<file path="src/rtl/ytydla_dma_copy_master.sv">
// ytydla DMA copy master: copies word_cnt words from src_addr to dst_addr
// over AXI4, one single-beat read then one single-beat write per word,
// with at most one transaction outstanding.
module ytydla_dma_copy_master #(
    parameter int unsigned W_ID   = 4,
    parameter int unsigned ID_VAL = 0,
    parameter int unsigned W_ADR  = 32,
    parameter int unsigned W_DATA = 32,
    parameter int unsigned W_CNT  = 16
) (
    input  logic                  clk,
    input  logic                  rst_n,
    // command / status
    input  logic                  start,
    input  logic [W_ADR-1:0]      src_addr,
    input  logic [W_ADR-1:0]      dst_addr,
    input  logic [W_CNT-1:0]      word_cnt,
    output logic                  busy,
    output logic                  done,
    output logic                  err,
    // read address channel
    output logic [W_ID-1:0]       arid,
    output logic [W_ADR-1:0]      araddr,
    output logic [7:0]            arlen,
    output logic [2:0]            arsize,
    output logic                  arvalid,
    input  logic                  arready,
    // read data channel
    input  logic [W_ID-1:0]       rid,
    input  logic [W_DATA-1:0]     rdata,
    input  logic [1:0]            rresp,
    input  logic                  rlast,
    input  logic                  rvalid,
    output logic                  rready,
    // write address channel
    output logic [W_ID-1:0]       awid,
    output logic [W_ADR-1:0]      awaddr,
    output logic [7:0]            awlen,
    output logic [2:0]            awsize,
    output logic                  awvalid,
    input  logic                  awready,
    // write data channel
    output logic [W_DATA-1:0]     wdata,
    output logic [W_DATA/8-1:0]   wstrb,
    output logic                  wlast,
    output logic                  wvalid,
    input  logic                  wready,
    // write response channel
    input  logic [W_ID-1:0]       bid,
    input  logic [1:0]            bresp,
    input  logic                  bvalid,
    output logic                  bready
);

    localparam int unsigned BYTES = W_DATA / 8;
    localparam int unsigned SHIFT = $clog2(BYTES);
    localparam logic [W_ID-1:0]  ID         = W_ID'(ID_VAL);
    localparam logic [W_ADR-1:0] ALIGN_MASK = W_ADR'(BYTES - 1);

    typedef enum logic [2:0] {
        S_IDLE,
        S_AR,
        S_R,
        S_W,
        S_B,
        S_DONE
    } state_t;

    state_t            state;
    logic [W_ADR-1:0]  src_q;
    logic [W_ADR-1:0]  dst_q;
    logic [W_CNT-1:0]  cnt_q;
    logic [W_CNT-1:0]  idx;

    logic              misaligned;
    logic              r_bad;
    logic              b_bad;
    logic              aw_ok;
    logic              w_ok;
    logic [W_CNT-1:0]  idx_inc;

    // Byte address of word i relative to base; wraps modulo 2^W_ADR.
    function automatic logic [W_ADR-1:0] word_addr(input logic [W_ADR-1:0] base,
                                                   input logic [W_CNT-1:0] i);
        return base + (W_ADR'(i) << SHIFT);
    endfunction

    // Fixed single-beat, full-width, constant-ID transfer attributes.
    assign arid   = ID;
    assign awid   = ID;
    assign arlen  = 8'd0;
    assign awlen  = 8'd0;
    assign arsize = 3'(SHIFT);
    assign awsize = 3'(SHIFT);
    assign wstrb  = '1;
    assign wlast  = 1'b1;

    // Command checks and response decode.
    assign misaligned = |((src_addr | dst_addr) & ALIGN_MASK);
    assign r_bad      = (rresp != 2'b00) || (rid != ID) || !rlast;
    assign b_bad      = (bresp != 2'b00) || (bid != ID);
    assign aw_ok      = !awvalid || awready;
    assign w_ok       = !wvalid || wready;
    assign idx_inc    = idx + W_CNT'(1);

    // Copy sequencer: state and all registered outputs.
    always_ff @(posedge clk) begin
        if (!rst_n) begin
            state   <= S_IDLE;
            src_q   <= '0;
            dst_q   <= '0;
            cnt_q   <= '0;
            idx     <= '0;
            busy    <= 1'b0;
            done    <= 1'b0;
            err     <= 1'b0;
            araddr  <= '0;
            arvalid <= 1'b0;
            rready  <= 1'b0;
            awaddr  <= '0;
            awvalid <= 1'b0;
            wdata   <= '0;
            wvalid  <= 1'b0;
            bready  <= 1'b0;
        end else begin
            done <= 1'b0;
            case (state)
                S_IDLE: begin
                    if (start) begin
                        src_q <= src_addr;
                        dst_q <= dst_addr;
                        cnt_q <= word_cnt;
                        idx   <= '0;
                        err   <= 1'b0;
                        busy  <= 1'b1;
                        if (word_cnt == '0) begin
                            state <= S_DONE;
                        end else if (misaligned) begin
                            err   <= 1'b1;
                            state <= S_DONE;
                        end else begin
                            araddr  <= src_addr;
                            arvalid <= 1'b1;
                            state   <= S_AR;
                        end
                    end
                end
                S_AR: begin
                    if (arready) begin
                        arvalid <= 1'b0;
                        rready  <= 1'b1;
                        state   <= S_R;
                    end
                end
                S_R: begin
                    if (rvalid) begin
                        rready <= 1'b0;
                        wdata  <= rdata;
                        if (r_bad) begin
                            err   <= 1'b1;
                            state <= S_DONE;
                        end else begin
                            awaddr  <= word_addr(dst_q, idx);
                            awvalid <= 1'b1;
                            wvalid  <= 1'b1;
                            state   <= S_W;
                        end
                    end
                end
                S_W: begin
                    if (awready) begin
                        awvalid <= 1'b0;
                    end
                    if (wready) begin
                        wvalid <= 1'b0;
                    end
                    if (aw_ok && w_ok) begin
                        bready <= 1'b1;
                        state  <= S_B;
                    end
                end
                S_B: begin
                    if (bvalid) begin
                        bready <= 1'b0;
                        if (b_bad) begin
                            err   <= 1'b1;
                            state <= S_DONE;
                        end else begin
                            idx <= idx_inc;
                            if (idx_inc == cnt_q) begin
                                state <= S_DONE;
                            end else begin
                                araddr  <= word_addr(src_q, idx_inc);
                                arvalid <= 1'b1;
                                state   <= S_AR;
                            end
                        end
                    end
                end
                S_DONE: begin
                    done  <= 1'b1;
                    busy  <= 1'b0;
                    state <= S_IDLE;
                end
                default: state <= S_IDLE;
            endcase
        end
    end

endmodule
</file>
<file path="config.mk">
export PLATFORM = sky130hd
export DESIGN_NAME = ytydla_dma_copy_master
export DESIGN_NICKNAME = d
export VERILOG_FILES = /design/src/rtl/ytydla_dma_copy_master.sv
export SDC_FILE = /design/constraint.sdc
export NUM_CORES = 1
export LEC_CHECK = 0
export CAP_MARGIN = 15
export CORE_MARGIN = 10
export CORE_UTILIZATION = 54
export CTS_CLUSTER_SIZE = 12
export DETAILED_ROUTE_END_ITERATION = 16
export GPL_ROUTABILITY_DRIVEN = 0
export PLACE_DENSITY = 0.91
export SLEW_MARGIN = 30
export SYNTH_ARGS = -nofsm -noshare
export SYNTH_HDL_FRONTEND = slang
export SYNTH_SLANG_ARGS = --single-unit
</file>
<file path="constraint.sdc">
create_clock -name clk -period 7.95 [get_ports clk]
set_input_delay 1.59 -clock clk [delete_from_list [all_inputs] [get_ports clk]]
set_output_delay 1.59 -clock clk [all_outputs]
set_load 0.005 [all_outputs]
</file>
==> impl_metrics.prom, run 1 <==
# TYPE chip_impl_metric gauge
chip_impl_metric{name="power.density",unit="nW/um2"} 206.8
chip_impl_metric{name="final_setup_viols",unit=""} 0
chip_impl_metric{name="timing.slew.headroom",unit="%"} 37.05
chip_impl_metric{name="hpwl",unit="mm"} 23.71
chip_impl_metric{name="yosysSeqAreaShare",unit="%"} 37.94
chip_impl_metric{name="final_net_count",unit=""} 1753
chip_impl_metric{name="final_area",unit="um2"} 13740
chip_impl_metric{name="worst_setup_hold_path_clk_slew",unit="ps"} 60
chip_impl_metric{name="leftover_overflow_at_the_end_of_global_routing",unit=""} 0
chip_impl_metric{name="clock_tree.htree_level_count",unit=""} 1
chip_impl_metric{name="cts-buffers-inserted",unit=""} 22
chip_impl_metric{name="report.final.slew_viol_count",unit=""} 0
chip_impl_metric{name="sequentialPowerShare",unit="%"} 41.8
chip_impl_metric{name="critPathMaxFanout",unit=""} 10
chip_impl_metric{name="synth.distinct_cells",unit=""} 64
chip_impl_metric{name="placement_cell_area",unit="um2"} 13020
chip_impl_metric{name="total_core_area",unit="um2"} 19460
chip_impl_metric{name="chipWidth",unit="um"} 160.8
chip_impl_metric{name="detail_route.wl_per_cell",unit="um"} 17.61
chip_impl_info{name="timing.critical_path.to_type",value="register"} 1
chip_impl_metric{name="die_h",unit="um"} 160.8
chip_impl_metric{name="multiInputGateArea",unit="um2"} 6108
chip_impl_metric{name="async_reset_ff_share",unit="%"} 0
chip_impl_info{name="final_common_cell",value="nand2_1"} 1
chip_impl_metric{name="clkLatencyLatePin",unit="ps"} 510
chip_impl_metric{name="clk_path_buf_depth",unit=""} 3
chip_impl_metric{name="antenna_left",unit=""} 0
chip_impl_metric{name="dr_total_vias",unit=""} 10670
chip_impl_metric{name="floorplan.initialDensity",unit="%"} 55.03
chip_impl_metric{name="worstPathRequired",unit="ps"} 8360
chip_impl_metric{name="grtUsageTotal",unit="%"} 23.92
chip_impl_metric{name="dr.pass1.iters",unit=""} 5
chip_impl_metric{name="fmaxAchievable",unit="MHz"} 216.7
chip_impl_info{name="status",value="finished clean"} 1
chip_impl_metric{name="dr.first_iter.drc_count",unit=""} 757
chip_impl_metric{name="area.growth.synth_to_final",unit="%"} 28.29
chip_impl_metric{name="vdd_ir_drop_max",unit="mV"} 0.1847
chip_impl_info{name="hold_class",value="register to register"} 1
chip_impl_metric{name="power.share.combinational",unit="%"} 22.0
chip_impl_metric{name="synthCells",unit=""} 1398
chip_impl_metric{name="finClkSkew",unit="ps"} 14.05
chip_impl_metric{name="ys_seq_elements",unit=""} 203
chip_impl_metric{name="maximum_number_of_pins_on_one_net_before_global_route_repair",unit=""} 105
chip_impl_metric{name="vias_per_cell",unit=""} 5.730
chip_impl_metric{name="total_switching_power",unit="mW"} 0.8449
chip_impl_metric{name="ctsResizeCount",unit=""} 0
chip_impl_metric{name="post_cts_setup_buffer_count",unit=""} 0
chip_impl_metric{name="number_of_synthesis_warnings",unit=""} 0
chip_impl_metric{name="remaining_drc_errors",unit=""} 0
chip_impl_info{name="clockRootBuffer",value="clkbuf_16"} 1
chip_impl_metric{name="avg_synthesized_cell_area",unit="um2"} 7.661
chip_impl_metric{name="routed_wirelength",unit="mm"} 32.80
chip_impl_metric{name="final-seq-area",unit="um2"} 4064
chip_impl_info{name="mostFrequentLayoutCells",value="nand2_1 (310), clkdlybuf4s50_1 (235), dfxtp_1 (203)"} 1
chip_impl_metric{name="arrival",unit="ps"} 5030
chip_impl_metric{name="nFillCells",unit=""} 1511
chip_impl_metric{name="switching_share",unit="%"} 29.74
chip_impl_metric{name="grt_pass1_wl",unit="mm"} 52.58
chip_impl_info{name="clock_tree_from_tritoncts",value="yes"} 1
chip_impl_metric{name="drv.max_cap_violation_count",unit=""} 0
chip_impl_metric{name="period_utilization",unit="%"} 58.06
chip_impl_info{name="rsz_0062_raised_after_global_routing",value="no"} 1
chip_impl_metric{name="worstMarginPinSlew",unit="ps"} 944.2
chip_impl_metric{name="cts_hold_buf",unit=""} 0
chip_impl_metric{name="synth_area",unit="um2"} 10710
chip_impl_metric{name="total_leakage_power",unit="nW"} 5.169
chip_impl_info{name="ys.flop_type",value="dfxtp_1"} 1
chip_impl_metric{name="min_period",unit="ps"} 4616
chip_impl_metric{name="final-hold-violation-count",unit=""} 0
chip_impl_metric{name="floorplan.die_area",unit="um2"} 25870
chip_impl_metric{name="intPower",unit="mW"} 1.996
chip_impl_info{name="timing.setup.critical_path_class",value="register to register"} 1
chip_impl_metric{name="cts.sink_count",unit=""} 203
chip_impl_metric{name="setup_total_negative_slack",unit="ps"} 0
chip_impl_metric{name="synth_edf_count",unit=""} 0
chip_impl_metric{name="post_route_cells_drive_above_1_share",unit="%"} 3.697
chip_impl_metric{name="via_count_of_the_first_global_routing_pass",unit=""} 10220
chip_impl_metric{name="antenna_violations_before_repair",unit=""} 1
chip_impl_metric{name="clock_power_share",unit="%"} 36.3
chip_impl_metric{name="io_buffers",unit=""} 236
chip_impl_info{name="cp-start-kind",value="register"} 1
chip_impl_metric{name="rows",unit=""} 51
chip_impl_metric{name="design.portCount",unit=""} 272
==> per-layer routing <==
metal	vias to the layer above	GRT usage, %	part of all wire, %	wire length [um]
met2	460	40.88	49	15940
met5	-	0	0	0
li1	5168	-	-	-
met3	69	6.493	9.1	2993
met4	0	7.279	2.7	897
met1	4973	28.65	40	12970
==> synth_stat cells (all sizes together) (23+ instances only) <==
master	n	area [um2]
nor3	23	115.1
nor2	86	322.8
o21ai	50	250.2
a21oi	193	965.9
xnor2	41	359.1
buf	47	332.8
clkbuf	69	259.0
xor2	25	219.0
nand2	312	1171
ha	34	425.4
nand3	52	260.3
inv	23	86.33
dfxtp	203	4064
==> flip-flops by register name (all words and copies together) (netlist names) <==
name	flops
cnt_q	16
wdata	32
bready	1
done	1
err	1
state	3
dst_q	32
rready	1
araddr	32
src_q	32
arvalid	1
busy	1
wvalid	1
idx	16
awaddr	32
awvalid	1
==> logic make-up after synthesis <==
family | share of synthesized area, %
compound gates | 21.62
xor+xnor | 5.607
fa+ha+maj | 4.346
buf+inv | 6.332
flops | 37.94
mux | 1.122
other cells | 0.07012
simple gates | 22.96
==> final timing paths <==
check	startpoint	to	slack [ps]	depth (start not counted)
max	idx[0]$_SDFFE_PN0P_	araddr[31]$_SDFFE_PN0P_	3330	14
min	arvalid$_SDFFE_PN0P_	arvalid$_SDFFE_PN0P_	450	2
max reg2reg	idx[0]$_SDFFE_PN0P_	araddr[31]$_SDFFE_PN0P_	3330	14
min reg2reg	arvalid$_SDFFE_PN0P_	arvalid$_SDFFE_PN0P_	450	2
==> final cells by class <==
cell class	instances	share of cell area, %
clock buffer	33	4.753
sequential	203	29.58
antenna	1	0.01821
tap	265	2.413
clock inverter	3	0.4735
timing repair buffer	245	17.65
inverter	23	0.6647
multi-input combinational	1089	44.45
==> power groups by stage <==
stage	sequential, mW	combinational, mW	clock (mW)
after global routing	1.20	0.687	1.09
final	1.19	0.624	1.03
after detailed placement	1.21	0.613	0
after floorplan	1.18	0.414	0
after CTS	1.18	0.621	1.04
after global placement	1.20	0.599	0
==> metrics by stage <==
| step | util (%) | instances | hold WS (ps) | total power [mW] | setup WS [ps] |
|---|---|---|---|---|---|
| finish | 70.60 | 1862 | 448.0 | 2.841 | 3334 |
| global route | 70.59 | 1861 | 470.7 | 2.972 | 2967 |
| CTS | 70.59 | 1861 | 454.6 | 2.849 | 3440 |
| detailed placement | 66.90 | 1825 | 446.5 | 1.819 | 3099 |
| global placement | 66.87 | 1825 | 436.2 | 1.800 | 3246 |
| floorplan | - | 1431 | 432.1 | 1.591 | 4245 |
==> worst max-delay path, cell delays in order, from the launching register on <==
cell      delay, ps
dfxtp_1         620
ha_1            360
nand3_1         180
nor3_1          610
and3_1          260
xor2_1          230
ha_1            340
and3_1          230
a221o_1         370
a211oi_1        250
o31a_1          340
nor3_1          130
xnor2_1         150
a211o_1         290
a21oi_1         160
(Power assumes the default switching activity.)
==> run 2, diff against run 1 <==
--- a/config.mk
+++ b/config.mk
@@ -7,11 +7,11 @@
 export LEC_CHECK = 0
 export CAP_MARGIN = 15
 export CORE_MARGIN = 10
-export CORE_UTILIZATION = 54
+export CORE_UTILIZATION = 50
 export CTS_CLUSTER_SIZE = 12
 export DETAILED_ROUTE_END_ITERATION = 16
 export GPL_ROUTABILITY_DRIVEN = 0
-export PLACE_DENSITY = 0.91
+export PLACE_DENSITY = 0.85
 export SLEW_MARGIN = 30
 export SYNTH_ARGS = -nofsm -noshare
 export SYNTH_HDL_FRONTEND = slang
==> constraint.sdc (replaced) <==
create_clock -name clk -period 4.55 [get_ports clk]
set_input_delay 0.91 -clock clk [delete_from_list [all_inputs] [get_ports clk]]
set_output_delay 0.91 -clock clk [all_outputs]
set_load 0.005 [all_outputs]
==> run 2 against run 1 <==
Sequential share of layout area shrank 0.086 points. Power increased by 73%. Hold slack better by 5.3 ps. Via count about the same. Sequential power rose by 75%. Final area up 0.29%. Combinational power increased by 76%. Core utilization is 5.0 points lower. Non-clock buffer count rose by 7. Largest power group unchanged. Highest routed layer is now met5.
==> impl_metrics.prom, run 2 (synthesis gave the netlist of run 1 again) <==
# TYPE chip_impl_metric gauge
chip_impl_metric{name="remaining_drc_errors",unit=""} 0
chip_impl_metric{name="dr_total_vias",unit=""} 10670
chip_impl_metric{name="fmaxAchievable",unit="MHz"} 236.2
chip_impl_metric{name="cts-buffers-inserted",unit=""} 23
chip_impl_metric{name="setup_total_negative_slack",unit="ps"} 0
chip_impl_info{name="worst_path_max_delay_cell",value="dfxtp_1"} 1
chip_impl_metric{name="cts.sink_count",unit=""} 203
chip_impl_metric{name="rows",unit=""} 53
chip_impl_info{name="clock_tree_from_tritoncts",value="yes"} 1
chip_impl_metric{name="wl_met2",unit="mm"} 16.05
chip_impl_metric{name="total_core_area",unit="um2"} 21020
chip_impl_metric{name="chipWidth",unit="um"} 166.4
chip_impl_metric{name="antenna_violations_before_repair",unit=""} 2
chip_impl_metric{name="critPathMaxFanout",unit=""} 10
chip_impl_metric{name="antenna_left",unit=""} 0
chip_impl_metric{name="utilization",unit="%"} 65.56
chip_impl_metric{name="min_period",unit="ps"} 4233
chip_impl_metric{name="vdd_ir_drop_max",unit="mV"} 0.2723
chip_impl_metric{name="worstPathRequired",unit="ps"} 4980
chip_impl_metric{name="worstMarginPinSlew",unit="ps"} 853.0
chip_impl_metric{name="dr.first_iter.drc_count",unit=""} 899
chip_impl_info{name="rsz_0062_raised_after_global_routing",value="no"} 1
chip_impl_metric{name="nFillCells",unit=""} 1737
chip_impl_metric{name="route.layer.met1.wl",unit="mm"} 13.84
chip_impl_metric{name="vias_per_cell",unit=""} 5.674
chip_impl_metric{name="timing.slew.headroom",unit="%"} 43.13
chip_impl_metric{name="io_buffers",unit=""} 236
chip_impl_metric{name="detail_route.wl_per_cell",unit="um"} 17.91
chip_impl_info{name="crit_path_start",value="idx[0]$_SDFFE_PN0P_"} 1
chip_impl_metric{name="critical-path-max-stage-delay",unit="ps"} 520
chip_impl_info{name="final_common_cell",value="nand2_1"} 1
chip_impl_metric{name="floorplan.initialDensity",unit="%"} 50.95
chip_impl_metric{name="grtUsageTotal",unit="%"} 22.68
chip_impl_metric{name="post_route_cells_drive_above_1_share",unit="%"} 4.299
chip_impl_metric{name="worst_setup_hold_path_clk_slew",unit="ps"} 60
chip_impl_metric{name="final-hold-violation-count",unit=""} 0
chip_impl_info{name="r2r-start",value="idx[0]$_SDFFE_PN0P_"} 1
chip_impl_metric{name="worst-path-stages",unit=""} 15
chip_impl_info{name="cp-start-kind",value="register"} 1
chip_impl_metric{name="total_leakage_power",unit="nW"} 5.194
chip_impl_metric{name="period_utilization",unit="%"} 93.04
chip_impl_metric{name="maximum_number_of_pins_on_one_net_before_global_route_repair",unit=""} 108
chip_impl_metric{name="finClkSkew",unit="ps"} 20.07
chip_impl_metric{name="hpwl",unit="mm"} 24.31
chip_impl_metric{name="final_net_count",unit=""} 1761
chip_impl_metric{name="final_setup_viols",unit=""} 0
chip_impl_metric{name="wl_met3",unit="mm"} 2.715
chip_impl_metric{name="reg2reg_slack",unit="ps"} 320
chip_impl_metric{name="reg2reg_depth",unit=""} 15
chip_impl_metric{name="power.density",unit="nW/um2"} 357.2
chip_impl_metric{name="dr.pass1.iters",unit=""} 7
chip_impl_info{name="status",value="finished clean"} 1
chip_impl_metric{name="ctsResizeCount",unit=""} 0
chip_impl_metric{name="design.portCount",unit=""} 272
chip_impl_metric{name="area.growth.synth_to_final",unit="%"} 28.67
chip_impl_metric{name="leftover_overflow_at_the_end_of_global_routing",unit=""} 0
chip_impl_metric{name="timing.critical_path.buf_inv",unit=""} 1
chip_impl_info{name="route.top_layer_used",value="met5"} 1
chip_impl_info{name="critPathCapture",value="araddr[31]$_SDFFE_PN0P_"} 1
chip_impl_info{name="critical-path-top-delay-family",value="compound AO/OA/AOI/OAI gates"} 1
chip_impl_metric{name="clkLatencyLatePin",unit="ps"} 520
chip_impl_info{name="crit_path_cell_trace",value="ha_1 > nand3_1 > nor3_1 > buf_4 > and3_1 > xor2_1 > ha_1 > and3_1 > a221o_1 > a211oi_1 > o31a_1 > nor3_1 > xnor2_1 > a211o_1 > a21oi_1"} 1
chip_impl_info{name="clockRootBuffer",value="clkbuf_16"} 1
chip_impl_info{name="critical_path.reg2reg.endpoint",value="araddr[31]$_SDFFE_PN0P_"} 1
chip_impl_metric{name="grt_pass1_wl",unit="mm"} 53.43
chip_impl_metric{name="arrival",unit="ps"} 4670
chip_impl_metric{name="floorplan.die_area",unit="um2"} 27670
chip_impl_metric{name="clk_path_buf_depth",unit=""} 3
chip_impl_info{name="timing.setup.critical_path_class",value="register to register"} 1
chip_impl_metric{name="via_count_of_the_first_global_routing_pass",unit=""} 10210
chip_impl_metric{name="clock_tree.htree_level_count",unit=""} 1
chip_impl_metric{name="die_h",unit="um"} 166.4
chip_impl_metric{name="post_cts_setup_buffer_count",unit=""} 0
chip_impl_metric{name="report.final.slew_viol_count",unit=""} 0
chip_impl_info{name="timing.critical_path.to_type",value="register"} 1
chip_impl_metric{name="drv.max_cap_violation_count",unit=""} 0
chip_impl_metric{name="cts_hold_buf",unit=""} 0
chip_impl_info{name="mostFrequentLayoutCells",value="nand2_1 (311), clkdlybuf4s50_1 (235), dfxtp_1 (203)"} 1
chip_impl_info{name="hold_class",value="register to register"} 1
chip_impl_metric{name="routed_wirelength",unit="mm"} 33.70
==> run 2: metrics by stage <==
stage / hold slack [ps] / area (um2) / total power [mW] / std cells / setup WS [ps]
after CTS: 454.1 / 13780 / 4.936 / 1880 / 345.9
after global routing: 476.8 / 13780 / 5.156 / 1881 / 109.5
after detailed placement: 446.0 / 13080 / 3.195 / 1842 / 516.5
final: 453.3 / 13780 / 4.923 / 1881 / 316.7
after floorplan: 432.1 / 10830 / 2.781 / 1431 / 844.8
after global placement: 432.1 / 13080 / 3.168 / 1842 / 637.8
==> run 2: worst min-delay path by stage <==
stage,end,start,cells after the start
floorplan,awaddr[0]$_SDFFE_PN0P_,dst_q[0]$_SDFFE_PN0P_,2
global placement,arvalid$_SDFFE_PN0P_,arvalid$_SDFFE_PN0P_,2
detailed placement,wdata[21]$_SDFFE_PN0P_,wdata[21]$_SDFFE_PN0P_,2
CTS,wdata[21]$_SDFFE_PN0P_,wdata[21]$_SDFFE_PN0P_,2
global route,wdata[24]$_SDFFE_PN0P_,wdata[24]$_SDFFE_PN0P_,2
finish,wdata[16]$_SDFFE_PN0P_,wdata[16]$_SDFFE_PN0P_,2
==> run 2: worst register-to-register path, cell delays in order (launching register included) <==
cell and delay, ps:
dfxtp_1 520, ha_1 370, nand3_1 180, nor3_1 230, buf_4 200, and3_1 180
xor2_1 200, ha_1 340, and3_1 230, a221o_1 370, a211oi_1 280, o31a_1 380
nor3_1 120, xnor2_1 140, a211o_1 290, a21oi_1 130
==> run 2: routing by layer <==
metal | up-vias | GRT usage (%)
li1 | 5192 | -
met1 | 4934 | 27.47
met4 | 2 | 7.598
met5 | - | 0
met3 | 82 | 5.561
met2 | 462 | 38.49
==> run 2: cell type report <==
class | count | area [um2] | area share, %
clock inverter | 6 | 36.28 | 0.2633
multi-input combinational | 1089 | 6106 | 44.31
tap | 275 | 344.1 | 2.497
inverter | 23 | 91.34 | 0.6628
clock buffer | 32 | 659.4 | 4.785
sequential | 203 | 4064 | 29.49
timing repair buffer | 252 | 2477 | 17.98
antenna | 1 | 2.502 | 0.01816
==> run 2: power by group <==
part	switching, mW	internal [mW]
clock	0.747	1.00
combinational	0.631	0.465
sequential	0.146	1.93
==> run 3, diff against run 2 <==
--- a/config.mk
+++ b/config.mk
@@ -6,6 +6,7 @@
 export NUM_CORES = 1
 export LEC_CHECK = 0
 export CAP_MARGIN = 15
+export CORE_ASPECT_RATIO = 1.5
 export CORE_MARGIN = 10
 export CORE_UTILIZATION = 50
 export CTS_CLUSTER_SIZE = 12
==> run 3 against run 2 <==
Combinational power about the same. Register-to-register slack improved by 120 ps. Core utilization shrank 0.52 points. Final cell count decreased by 0.74%. Highest routed layer is now met4.
==> impl_metrics.prom, run 3 (synthesis gave the netlist of run 1 again) <==
# TYPE chip_impl_metric gauge
chip_impl_info{name="status",value="finished clean"} 1
chip_impl_metric{name="design.portCount",unit=""} 272
chip_impl_metric{name="dr.pass1.iters",unit=""} 5
chip_impl_metric{name="post_cts_setup_buffer_count",unit=""} 0
chip_impl_metric{name="final_net_count",unit=""} 1761
chip_impl_metric{name="grtUsageTotal",unit="%"} 23.06
chip_impl_metric{name="grt_pass1_wl",unit="mm"} 53.94
chip_impl_metric{name="clock_power_share",unit="%"} 33.5
chip_impl_metric{name="totalPowerFinal",unit="mW"} 4.787
chip_impl_metric{name="worst_setup_hold_path_clk_slew",unit="ps"} 60
chip_impl_metric{name="period_utilization",unit="%"} 90.42
chip_impl_metric{name="via_count_of_the_first_global_routing_pass",unit=""} 10370
chip_impl_metric{name="intPower",unit="mW"} 3.307
chip_impl_metric{name="vias_per_cell",unit=""} 5.708
chip_impl_metric{name="drv.max_cap_violation_count",unit=""} 0
chip_impl_metric{name="die_h",unit="um"} 199.3
chip_impl_metric{name="leftover_overflow_at_the_end_of_global_routing",unit=""} 0
chip_impl_metric{name="ctsResizeCount",unit=""} 0
chip_impl_metric{name="area.growth.synth_to_final",unit="%"} 27.90
chip_impl_metric{name="timing.slew.headroom",unit="%"} 33.12
chip_impl_metric{name="final_setup_viols",unit=""} 0
chip_impl_metric{name="antenna_left",unit=""} 0
chip_impl_metric{name="power.density",unit="nW/um2"} 349.4
chip_impl_metric{name="worstPathRequired",unit="ps"} 4980
chip_impl_metric{name="total_core_area",unit="um2"} 21060
chip_impl_metric{name="vdd_ir_drop_max",unit="mV"} 0.2899
chip_impl_metric{name="cts_hold_buf",unit=""} 0
chip_impl_metric{name="chipWidth",unit="um"} 139.5
chip_impl_metric{name="cts.sink_count",unit=""} 203
chip_impl_info{name="rsz_0062_raised_after_global_routing",value="no"} 1
chip_impl_metric{name="switching_share",unit="%"} 30.90
chip_impl_metric{name="sequentialPowerShare",unit="%"} 43.3
chip_impl_metric{name="rows",unit=""} 65
chip_impl_metric{name="finClkSkew",unit="ps"} 10.25
chip_impl_metric{name="report.final.slew_viol_count",unit=""} 0
chip_impl_metric{name="dr_total_vias",unit=""} 10660
chip_impl_metric{name="total_switching_power",unit="mW"} 1.479
chip_impl_metric{name="utilization",unit="%"} 65.03
chip_impl_metric{name="min_period",unit="ps"} 4114
chip_impl_metric{name="hpwl",unit="mm"} 25.21
chip_impl_metric{name="clk_path_buf_depth",unit=""} 3
chip_impl_info{name="clockRootBuffer",value="clkbuf_16"} 1
chip_impl_metric{name="remaining_drc_errors",unit=""} 0
chip_impl_metric{name="io_buffers",unit=""} 236
chip_impl_info{name="worst_path_max_delay_cell",value="dfxtp_1"} 1
chip_impl_metric{name="post_route_cells_drive_above_1_share",unit="%"} 3.817
chip_impl_metric{name="clkLatencyLatePin",unit="ps"} 510
chip_impl_metric{name="total_leakage_power",unit="nW"} 5.159
chip_impl_info{name="timing.critical_path.to_type",value="register"} 1
chip_impl_metric{name="final-hold-violation-count",unit=""} 0
chip_impl_info{name="clock_tree_from_tritoncts",value="yes"} 1
chip_impl_info{name="mostFrequentLayoutCells",value="nand2_1 (311), clkdlybuf4s50_1 (235), dfxtp_1 (203)"} 1
chip_impl_info{name="crit_path_cell_trace",value="ha_1 > nand3_1 > nor3_1 > buf_4 > and3_1 > xor2_1 > ha_1 > and3_1 > a221o_1 > a211oi_1 > o31a_1 > nor3_1 > xnor2_1 > a211o_1 > a21oi_1"} 1
chip_impl_metric{name="place.detailed.instances",unit=""} 1837
chip_impl_metric{name="worstMarginPinSlew",unit="ps"} 1001
chip_impl_metric{name="finalHoldWorstSlack",unit="ps"} 443.9
chip_impl_metric{name="antenna_violations_before_repair",unit=""} 0
chip_impl_metric{name="critPathMaxFanout",unit=""} 10
chip_impl_metric{name="critical-path-max-stage-delay",unit="ps"} 540
chip_impl_info{name="hold_class",value="register to register"} 1
chip_impl_metric{name="setup_total_negative_slack",unit="ps"} 0
chip_impl_metric{name="dr.first_iter.drc_count",unit=""} 623
chip_impl_metric{name="arrival",unit="ps"} 4540
chip_impl_metric{name="layout.cells.non_filler",unit=""} 1867
chip_impl_info{name="final_common_cell",value="nand2_1"} 1
chip_impl_metric{name="fmaxAchievable",unit="MHz"} 243.1
chip_impl_metric{name="maximum_number_of_pins_on_one_net_before_global_route_repair",unit=""} 74
chip_impl_metric{name="floorplan.initialDensity",unit="%"} 50.85
chip_impl_metric{name="clock_tree.htree_level_count",unit=""} 1
chip_impl_metric{name="routed_wirelength",unit="mm"} 34.15
chip_impl_info{name="timing.setup.critical_path_class",value="register to register"} 1
chip_impl_metric{name="power.share.combinational",unit="%"} 23.2
chip_impl_info{name="cp-start-kind",value="register"} 1
chip_impl_metric{name="detail_route.wl_per_cell",unit="um"} 18.29
chip_impl_metric{name="floorplan.die_area",unit="um2"} 27800
chip_impl_metric{name="cts-buffers-inserted",unit=""} 21
-- run 3: cell count changes in the layout (fill, tap and decap cells not counted), sizes merged --
cell,delta
bufinv,+1
clkinvlp,-1
clkbuf,-6
buf,+2
inv,+1
clkinv,-4
-- run 3: layout make-up --
type	count	area (um2)
Fill cell	1834	7366
Multi-Input combinational cell	1089	6105
Sequential cell	203	4064
Timing Repair Buffer	254	2505
Clock buffer	26	554.3
Tap cell	268	335.3
Inverter	23	88.84
Clock inverter	3	43.79
Antenna cell	1	2.502
-- run 3: stage by stage --
step	cell area (um2)	worst slack [ps]
floorplan	10830	844.8
CTS	13700	514.3
finish	13700	435.9
global placement	13100	652.2
detailed placement	13100	561.1
global route	13700	126.7
-- run 3: per-layer routing --
metal | part of all wire (%) | GRT usage [%] | vias to the layer above | routed length, um
met4 | 3.8 | 9.144 | 0 | 1288
met2 | 52 | 42.09 | 436 | 17620
met1 | 38 | 25.74 | 4943 | 13000
li1 | - | - | 5187 | -
met3 | 6.6 | 4.324 | 91 | 2243
met5 | 0 | 0 | - | 0
-- run 3: final timing paths --
path                         from                       to  slack [ps]  cells past startpoint
max           idx[0]$_SDFFE_PN0P_  araddr[31]$_SDFFE_PN0P_         440                     15
min          arvalid$_SDFFE_PN0P_     arvalid$_SDFFE_PN0P_         440                      2
max reg2reg   idx[0]$_SDFFE_PN0P_  araddr[31]$_SDFFE_PN0P_         440                     15
min reg2reg  arvalid$_SDFFE_PN0P_     arvalid$_SDFFE_PN0P_         440                      2
-- run 3: power by group through the flow --
stage / clock, mW / combinational, mW / sequential [mW]
3_3_place_gp: 0 / 1.07 / 2.10
6_report: 1.60 / 1.11 / 2.07
5_1_grt: 1.70 / 1.22 / 2.09
2_1_floorplan: 0 / 0.723 / 2.06
3_5_place_dp: 0 / 1.10 / 2.11
4_1_cts: 1.63 / 1.11 / 2.07
-- run 3: worst max-delay path, delay by kind of cell, from the launching register on --
kind                       cells  cell delay [ps]
AOI/OAI and AO/OA              5             1420
DFF                            1              540
and+or+nand+nor                5              880
buffers and inverters          1              180
adders and majority gates      2              680
xor gates and xnor gates       2              350
